==> config.mk <==
export PLATFORM = sky130hd
export DESIGN_NAME = pim_matrix_loader
export DESIGN_NICKNAME = d
export VERILOG_FILES = /design/src/rtl/pim_matrix_loader.sv
export SDC_FILE = /design/constraint.sdc
export NUM_CORES = 1
export LEC_CHECK = 0
export ABC_AREA = 0
export ABC_CLOCK_PERIOD_IN_PS = 2040
export CAP_MARGIN = 0
export CORE_ASPECT_RATIO = 0.5
export CORE_MARGIN = 4
export CORE_UTILIZATION = 57
export DETAILED_ROUTE_END_ITERATION = 12
export DONT_BUFFER_PORTS = 1
export GPL_TIMING_DRIVEN = 0
export PLACE_DENSITY = 0.75
export SYNTH_ARGS = -nofsm -noshare
export SYNTH_HDL_FRONTEND = slang
export SYNTH_SLANG_ARGS = --single-unit
==> constraint.sdc <==
create_clock -name clk -period 2.04 [get_ports clk]
set_clock_uncertainty 0.2 [all_clocks]
set_input_delay 0.102 -clock clk [delete_from_list [all_inputs] [get_ports clk]]
set_output_delay 0.102 -clock clk [all_outputs]
set_load 0.005 [all_outputs]
==> src/rtl/pim_matrix_loader.sv <==
// pim_matrix_loader: streams A then B into flat operand arrays,
// pulses start once, holds operands until result_ready.
package types;
  localparam int WIDTH = 8;
  localparam int MATRIX_SIZE = 4;
endpackage

module pim_matrix_loader
  import types::*;
#(
  parameter int WIDTH = types::WIDTH,
  parameter int MATRIX_SIZE = types::MATRIX_SIZE
) (
  input  logic clk,
  input  logic rst_n,
  input  logic in_valid,
  output logic in_ready,
  input  logic [WIDTH-1:0] in_data,
  input  logic in_last,
  input  logic flush,
  output logic [MATRIX_SIZE*MATRIX_SIZE-1:0][WIDTH-1:0] matrix_A,
  output logic [MATRIX_SIZE*MATRIX_SIZE-1:0][WIDTH-1:0] matrix_B,
  output logic start,
  input  logic result_ready,
  output logic busy,
  output logic err
);

  localparam int NN = MATRIX_SIZE * MATRIX_SIZE;
  localparam int IW = $clog2(NN);

  typedef enum logic [1:0] {
    LOAD_A,
    LOAD_B,
    START,
    WAIT
  } state_t;

  state_t state;
  logic [IW-1:0] idx;
  logic loading;
  logic beat;
  logic last_idx;
  logic final_b;

  assign loading  = (state == LOAD_A) || (state == LOAD_B);
  assign in_ready = rst_n && loading && !flush;
  assign beat     = in_valid && in_ready;
  assign last_idx = (idx == IW'(NN - 1));
  assign final_b  = (state == LOAD_B) && last_idx;
  assign busy     = (state == START) || (state == WAIT);

  // Load FSM: element capture, framing check, start pulse and hold.
  always_ff @(posedge clk or negedge rst_n) begin
    if (!rst_n) begin
      state    <= LOAD_A;
      idx      <= '0;
      matrix_A <= '0;
      matrix_B <= '0;
      start    <= 1'b0;
      err      <= 1'b0;
    end else begin
      start <= 1'b0;
      err   <= 1'b0;
      case (state)
        LOAD_A, LOAD_B: begin
          if (flush) begin
            idx   <= '0;
            state <= LOAD_A;
          end else if (beat) begin
            if (in_last && !final_b) begin
              err   <= 1'b1;
              idx   <= '0;
              state <= LOAD_A;
            end else begin
              if (state == LOAD_A) matrix_A[idx] <= in_data;
              else matrix_B[idx] <= in_data;
              if (last_idx) begin
                idx <= '0;
                if (state == LOAD_A) begin
                  state <= LOAD_B;
                end else begin
                  state <= START;
                  start <= 1'b1;
                  err   <= !in_last;
                end
              end else begin
                idx <= idx + 1'b1;
              end
            end
          end
        end
        START: state <= WAIT;
        WAIT: if (result_ready) state <= LOAD_A;
        default: state <= LOAD_A;
      endcase
    end
  end

endmodule

# After elaboration in Yosys (flattened, before gate mapping)
# Index checks and enable logic that the tools add are counted.
classes:
  n_addsub: 1
  n_lt_le_gt_ge: 2
  n_eq_ne: 7
  n_mux: 27
  bitwise_logic: 3
  reduce_logical: 18
op_table:
  columns: ["operator", "count"]
  rows:
  - ["$bwmux 128", 2]
  - ["$demux 8 s4", 1]
  - ["$mux 4", 4]
  - ["$mux 1", 12]
  - ["$mux 2", 6]
  - ["$reduce_and 5->1", 2]
  - ["$mux 8", 1]
  - ["$logic_and 1x1->1", 6]
  - ["$pmux 2 s3", 1]
  - ["$lt 4x5->1 const B", 1]
  - ["$add 4x1->4 const B", 1]
  - ["$eq 2x2->1 const B", 2]
  - ["$eq 4x4->1 const B", 1]
  - ["$ge 4x1->1 const B", 1]
  - ["$ne 4x4->1 const B", 1]
  - ["$logic_not 1->1", 3]
  - ["$ne 3x3->1 const B", 1]
  - ["$not 1->1", 3]
  - ["$reduce_and 3->1", 1]
  - ["$eq 2x1->1 const B", 1]
  - ["$logic_not 2->1", 1]
  - ["$logic_or 1x1->1", 2]
  - ["$ne 2x2->1 const B", 1]
  - ["$reduce_and 2->1", 1]
  - ["2 further kinds", 2]
word_totals:
  regBits: 264
  input_bits: 14
  elab_cells: 94

# Depth between registers and ports, before layout
# Gate-level depths: netlist of the first run.
logic_depth:
  word_depth: 8
  depth_mapped: 6

# Least setup slack after synthesis of the first run
# No wires, ideal clock.
synth_timing:
  path_kind: "register to register"
  from: "register idx[0]"
  to: "register matrix_B[16] (netlist bit)"
  arrival_time_ns: 1.905
  required_time_ns: 1.715
  path_slack_ns: -0.190
  stages_incl_launch_ff: 7
  cell_sequence: "dfrtp_1 > ha_1 > buf_2 > nand4b_2 > buf_4 > a211oi_4 > mux2_2"
synth_between:
  elab_chain_len: 6
synth_rtl:
  columns: ["item", "line_no", "text"]
  rows:
  - ["start: declaration", "40", "logic [IW-1:0] idx;"]
  - ["start signal: assignment", "88", "idx <= idx + 1'b1;"]
  - ["parallel branches: the longest is 6 deep, another holds $lt 4x5->1", null, null]
  - ["end signal: indexed assignment", "77", "else matrix_B[idx] <= in_data;"]
  - ["end: declaration", "22", "output logic [MATRIX_SIZE*MATRIX_SIZE-1:0][WIDTH-1:0] matrix_B,"]
# Parallel ways; which one is timed is not known.
# A chain may end at the register's enable or synchronous reset.

# Final worst setup path of the first run
layout_timing:
  from: "register idx[0]"
  to: "register matrix_B[10] (netlist bit)"
# Same word-level chain as after synthesis.

==> flow_summary.yaml, run 1 <==
run_status:
  status: "finished with violations"
  violations: "negative hold slack, negative setup slack"
drt:
  wirelength_um: 28800
  drc: 0
  viasPerCell: 6.24
  postRouteAntennaNets: 0
  dr.pass1.iters: 4
  vias: 6179
  drt_iter0_markers: 377
  wl_per_cell_um: 29.0
power_and_ir_drop:
  swShare_pct: 22.8
  switching_power_w: 0.00229
  seqPwrFrac_pct: 54.8
  pwr-share-clk_pct: 40.5
  p_leak_nw: 6.52
  p_int_w: 0.00774
  p_per_area_mw_per_mm2: 759
  ir_worst_vdd_mv: 0.483
  pwr-share-comb_pct: 4.7
critical_path:
  r2r-end: "matrix_B[10]"
  regToRegStartpoint: "idx[0]"
  worst-endpoint-required_ns: 2.23
  cpPeakStageDelay_ns: 0.45
  path_common_cell: "buf_6"
  cp_slowest_cell: "dfrtp_1"
  cp.arrival_ns: 2.37
  r2r_slack_ns: -0.13
  path_class: "flop to flop"
  r2r_cells: 7
  setup.worst_path.start_class: "flop"
  crit_path_cell_trace: "buf_6 -> buf_6 -> ha_4 -> nand4b_4 -> a211oi_4 -> buf_12 -> mux2_4"
  cp_max_fo: 8
  cp-end-kind: "flop"
floorplan:
  die-area_mm2: 0.0209
  ios: 274
  rows: 34
  start_util_pct: 59.4
  die_x_um: 200
  dieHeight_um: 104
  core-area_mm2: 0.0177
synthesis:
  yosysSeqAreaShare_pct: 62.7
  syn_avg_cell_area_um2: 16.0
  synth_seq_cells: 264
  syn_inst: 658
  synth.area.mux_share_pct: 27.3
  synth_fa_ha_area_share_pct: 0.475
  yosysWarnings: 0
  synth-compound-area-share_pct: 3.26
  synth_flop_cell: "dfrtp_1"
  yosys.area_share.simple_pct: 4.12
  synth-edff-count: 0
  synth-xor-area-share_pct: 0.0831
  syn_area_mm2: 0.0105
  synthArstFlopShare_pct: 100
  synth_top_family_by_area: "multiplexers"
  synth_fp_nets: 676
  synth_cell_types: 44
sta:
  fin_crit_sh_pct: 107
  finalCriticalPeriod_ns: 2.17
  timing.hold.ws_ns: -0.913
  slew_violations: 0
  clock.fmax_ghz: 0.460
  finalSetupViolations: 187
  relSlewSlack_pct: 44.1
  worst_pin_slew_ns: 0.839
  grt_setup_unrepaired: "true"
  fin_ws_ns: -0.133
  hold_viol: 264
global_route:
  grt_pass1_wl_um: 43100
  track_usage_pct: 26.4
  antenna_found_initial: 0
  grt_start_max_net_pins: 268
  grt_pass1_vias: 6473
  overflow: 0
layout:
  area_delta_synth_final_pct: 25.3
  drive_above_1_share_pct: 53.8
  fin_cells: 991
  fill_cells: 1053
  nets: 759
clock_network:
  clock_path_buffers: 3
  cts.sinks: 264
  cts_tree: "done"
  cts_root_buf: "clkbuf_16"
  clk_pin_slew_ns: 0.07
  clk_latency_ns: 0.51
  h-tree-depth: 1
  cts_made_buffers: 23
min_path:
  hp-class: "input pin to async pin"
place:
  io_buffers: 0
  dpl.cell_count: 892
  hpwl_um: 17800
  detailedPlace.worstSlack_ns: -0.401
  globalplace.congestion: 0.875
job:
  cap_violations: 0
-- Yosys cell counts, types with 2 or more instances --
library cell  count  area (um2)
nor2_1            5        18.8
nand3_2           2        20.0
a211oi_2          4        50.1
a21oi_1           2        10.0
a211oi_4          9         180
nand3_1           9        45.0
nand4bb_1         3        33.8
nand4_1           9        56.3
nand4b_2          5        75.1
inv_1             4        15.0
ha_1              4        50.1
a31oi_1           2        12.5
buf_6             2        22.5
clkbuf_1         35         131
dfrtp_1         264        6610
o2111ai_2         2        30.0
and4b_1           4        40.0
nand4b_1          2        17.5
and3_1            2        12.5
nor4b_1           2        17.5
o21ai_0           3        15.0
mux2_2          255        2870
buf_2             7        35.0
nor2b_1           2        12.5
-- area by class of cell --
type / instances / area (um2) / share of cell area, %
antenna: 1 / 2.50 / 0.0190
timing repair buffer: 63 / 782 / 5.92
clock buffer: 33 / 633 / 4.79
clock inverter: 7 / 46.3 / 0.351
tap: 234 / 293 / 2.22
inverter: 4 / 25.0 / 0.190
multi-input combinational: 344 / 4600 / 34.8
sequential: 264 / 6610 / 50.1
buffer: 41 / 216 / 1.64
-- metrics by stage --
step           util [%]  total power [W]  instance area, um2  TNS (ns)
2_1_floorplan         -          0.00576               10600     -3.35
3_3_place_gp       61.5          0.00590               10900    -55.43
3_5_place_dp       61.5          0.00591               10900    -65.71
4_1_cts            72.5           0.0100               12900     -8.28
5_1_grt            74.4           0.0103               13200    -19.56
6_report           74.4           0.0100               13200    -12.33
-- cells by family (layout without fill, tap and decap cells) --
logic type | Yosys count | count (layout)
simple gates | 55 | 55
compound gates | 28 | 28
other cells | 0 | 1
flops | 264 | 264
buf+inv | 50 | 148
xor+xnor | 1 | 1
mux | 256 | 256
fa+ha+maj | 4 | 4
-- registers in the layout (all words and copies together) (netlist names) --
name,count
matrix_A,128
idx,4
state,2
err,1
start,1
matrix_B,128
-- layer usage --
layer  global-route usage (%)  share of wire, %  vias up
met1                     34.6                41     3345
met2                     42.2                47      258
met4                     6.38               2.3        0
met5                        0                 0        -
met3                     10.3               9.4       53
li1                         -                 -     2523
-- critical path, delay by kind of cell, from the launching register on --
kind	cells	cell delay [ns]
flops	1	0.45
buf+inv	3	0.43
compound gates	1	0.31
mux	1	0.31
simple gates	1	0.21
fa+ha+maj	1	0.14
-- worst max path at each step --
stage / from / endpoint / slack [ns] / depth (start not counted)
after floorplan: idx[2] / matrix_B[16] / -0.06 / 4
after global placement: idx[0] / matrix_B[117] / -0.36 / 5
after detailed placement: idx[0] / matrix_B[114] / -0.40 / 5
after CTS: idx[2] / matrix_B[10] / -0.13 / 5
after global routing: idx[0] / matrix_B[10] / -0.17 / 7
final: idx[0] / matrix_B[10] / -0.13 / 7
-- power groups by stage --
stage               Combinational, W  Clock [W]  Sequential, W
floorplan                   0.000238          0        0.00552
global placement            0.000318          0        0.00558
detailed placement          0.000333          0        0.00558
CTS                         0.000429    0.00412        0.00549
global route                0.000497    0.00435        0.00550
finish                      0.000470    0.00406        0.00549
-- placed cells by master, fill, tap and decap left out, drive strengths merged, types with 2 or more instances in the layout --
master,synthesis,final
dfrtp,264,264
mux2,256,256
clkbuf,35,64
buf,11,59
dlygate4sd3,0,14
a211oi,13,13
nand3,11,11
nand4,9,9
nand4b,7,7
clkinv,0,6
inv,4,5
nor2,5,5
and4b,4,4
ha,4,4
o21ai,3,3
nand4bb,3,3
nor4b,2,2
and3,2,2
o2111ai,2,2
a21oi,2,2
a31oi,2,2
nor2b,2,2
or4b,2,2
nor3,2,2
-- what timing repair did --
item | 4_1_cts | 5_1_grt
setup endpoints to repair | 257 | 220
gates resized for setup | 163 | 68
pin swaps | 26 | 18
endpoints found under the hold margin | 392 | 318
buffers inserted | 39 | 8
hold buffers | 12 | 2
gates cloned | 1 | 1
No activity file was read; power rests on OpenSTA's default activity.
==> run 2: changes to the inputs <==
==> constraint.sdc (replaced) <==
create_clock -name clk -period 2.04 [get_ports clk]
set_clock_uncertainty 0.2 [all_clocks]
set_input_delay 0.204 -clock clk [delete_from_list [all_inputs] [get_ports clk]]
set_output_delay 0.204 -clock clk [all_outputs]
set_load 0.005 [all_outputs]
==> flow_summary.yaml, run 2 (synthesized netlist as in run 1, its figures left out) <==
layout:
  fin_cells: 987
  reg_top3: "matrix_A x128, matrix_B x128, idx x4"
  layout_common_cells: "dfrtp_1, mux2_4, mux2_2"
  final_util_pct: 73.8
  nets: 755
  final_common_cell: "dfrtp_1"
  area_delta_synth_final_pct: 24.2
  drive_above_1_share_pct: 53.5
  fill_cells: 1068
global_route:
  grt_pass1_wl_um: 42800
  grt_start_max_net_pins: 268
  overflow: 0
  antenna_found_initial: 0
  track_usage_pct: 26.3
  grt_pass1_vias: 6416
min_path:
  hp-class: "input pin to async pin"
clock_network:
  cts_made_buffers: 23
  hold_buffers: 12
  cts_root_buf: "clkbuf_16"
  cts.sinks: 264
  h-tree-depth: 1
  clk_latency_ns: 0.51
  cts_tree: "done"
  clk_pin_slew_ns: 0.07
  clock_path_buffers: 3
power_and_ir_drop:
  ir_worst_vdd_mv: 0.479
  pwr-share-comb_pct: 4.6
  switching_power_w: 0.00227
  p_per_area_mw_per_mm2: 763
  swShare_pct: 22.7
  seqPwrFrac_pct: 54.9
  finalPower_w: 0.0100
  pwr-share-clk_pct: 40.6
  p_leak_nw: 6.45
  p_int_w: 0.00773
sta:
  hold_viol: 264
  finalCriticalPeriod_ns: 2.15
  fin_crit_sh_pct: 106
  fin_ws_ns: -0.114
  timing.hold.ws_ns: -0.810
  relSlewSlack_pct: 43.8
  clock.fmax_ghz: 0.464
  finalSetupViolations: 161
  slew_violations: 0
  worst_pin_slew_ns: 0.843
  grt_setup_unrepaired: "true"
critical_path:
  setup.worst_path.start_class: "flop"
  path_class: "flop to flop"
  cp.arrival_ns: 2.35
  worst-endpoint-required_ns: 2.23
  cp-end-kind: "flop"
  cp_max_fo: 8
  r2r_cells: 7
floorplan:
  ios: 274
  dieHeight_um: 104
  start_util_pct: 59.4
  die_x_um: 200
  rows: 34
  die-area_mm2: 0.0209
  core-area_mm2: 0.0177
place:
  dpl.cell_count: 892
  globalplace.congestion: 0.875
  detailedPlace.worstSlack_ns: -0.401
  hpwl_um: 17800
  io_buffers: 0
job:
  cap_violations: 0
drt:
  postRouteAntennaNets: 0
  wl_per_cell_um: 28.8
  drc: 0
  vias: 6115
  drt_iter0_markers: 331
  dr.pass1.iters: 6
  wirelength_um: 28400
  viasPerCell: 6.20
run_status:
  status: "finished with violations"
  violations: "negative hold slack, negative setup slack"
## run 2: path summary, 6_finish.rpt
path / startpoint / end / slack, ns
min: rst_n / matrix_B[46] / -0.81
max in group asynchronous: rst_n / matrix_A[114] / 1.74
min reg2reg: matrix_A[114] / matrix_A[114] / 0.34
min in group clk: in_data[6] / matrix_A[46] / 0.06
max reg2reg: idx[0] / matrix_B[10] / -0.11
max: idx[0] / matrix_B[10] / -0.11
## run 2: power groups by stage
| stage | Sequential [W] | Combinational, W | Clock (W) |
|---|---|---|---|
| floorplan | 0.00552 | 0.000238 | 0 |
| global placement | 0.00558 | 0.000318 | 0 |
| detailed placement | 0.00558 | 0.000333 | 0 |
| CTS | 0.00549 | 0.000427 | 0.00412 |
| global route | 0.00550 | 0.000481 | 0.00435 |
| finish | 0.00549 | 0.000455 | 0.00405 |
## run 2: layer usage
layer | up-vias | track usage, % | routed length (um) | share of wire [%]
li1 | 2515 | - | - | -
met1 | 3308 | 34.8 | 11800 | 41
met2 | 238 | 41.4 | 13400 | 47
met3 | 54 | 10.0 | 2580 | 9.1
met4 | 0 | 7.16 | 705 | 2.5
met5 | - | 0 | 0 | 0
## run 2: cell type report
class	count	area [um2]	share of cell area [%]
Sequential cell	264	6610	50.5
Inverter	4	27.5	0.210
Multi-Input combinational cell	344	4520	34.5
Clock inverter	7	46.3	0.354
Antenna cell	1	2.50	0.0191
Timing Repair Buffer	59	743	5.68
Buffer	41	219	1.67
Clock buffer	33	633	4.83
Tap cell	234	293	2.24
## run 2: critical path, stage by stage (launching register included)
cell,delay (ns)
dfrtp_1,0.42
buf_6,0.16
buf_6,0.11
ha_4,0.14
nand4b_4,0.21
a211oi_4,0.31
buf_12,0.18
mux2_4,0.31
## run 2: repair_timing
| action | CTS | global route |
|---|---|---|
| endpoints found under the hold margin | 306 | 264 |
| buffers inserted | 39 | 7 |
| resized for setup | 165 | 47 |
| pin swaps | 26 | 22 |
| endpoints found under the setup margin | 258 | 217 |
| gates cloned | 1 | 0 |
## run 2: through the flow
stage | cell area, um2 | TNS, ns
after floorplan | 10600 | -3.35
after global placement | 10900 | -55.43
after detailed placement | 10900 | -65.71
after CTS | 12900 | -8.28
after global routing | 13100 | -14.94
final | 13100 | -7.63
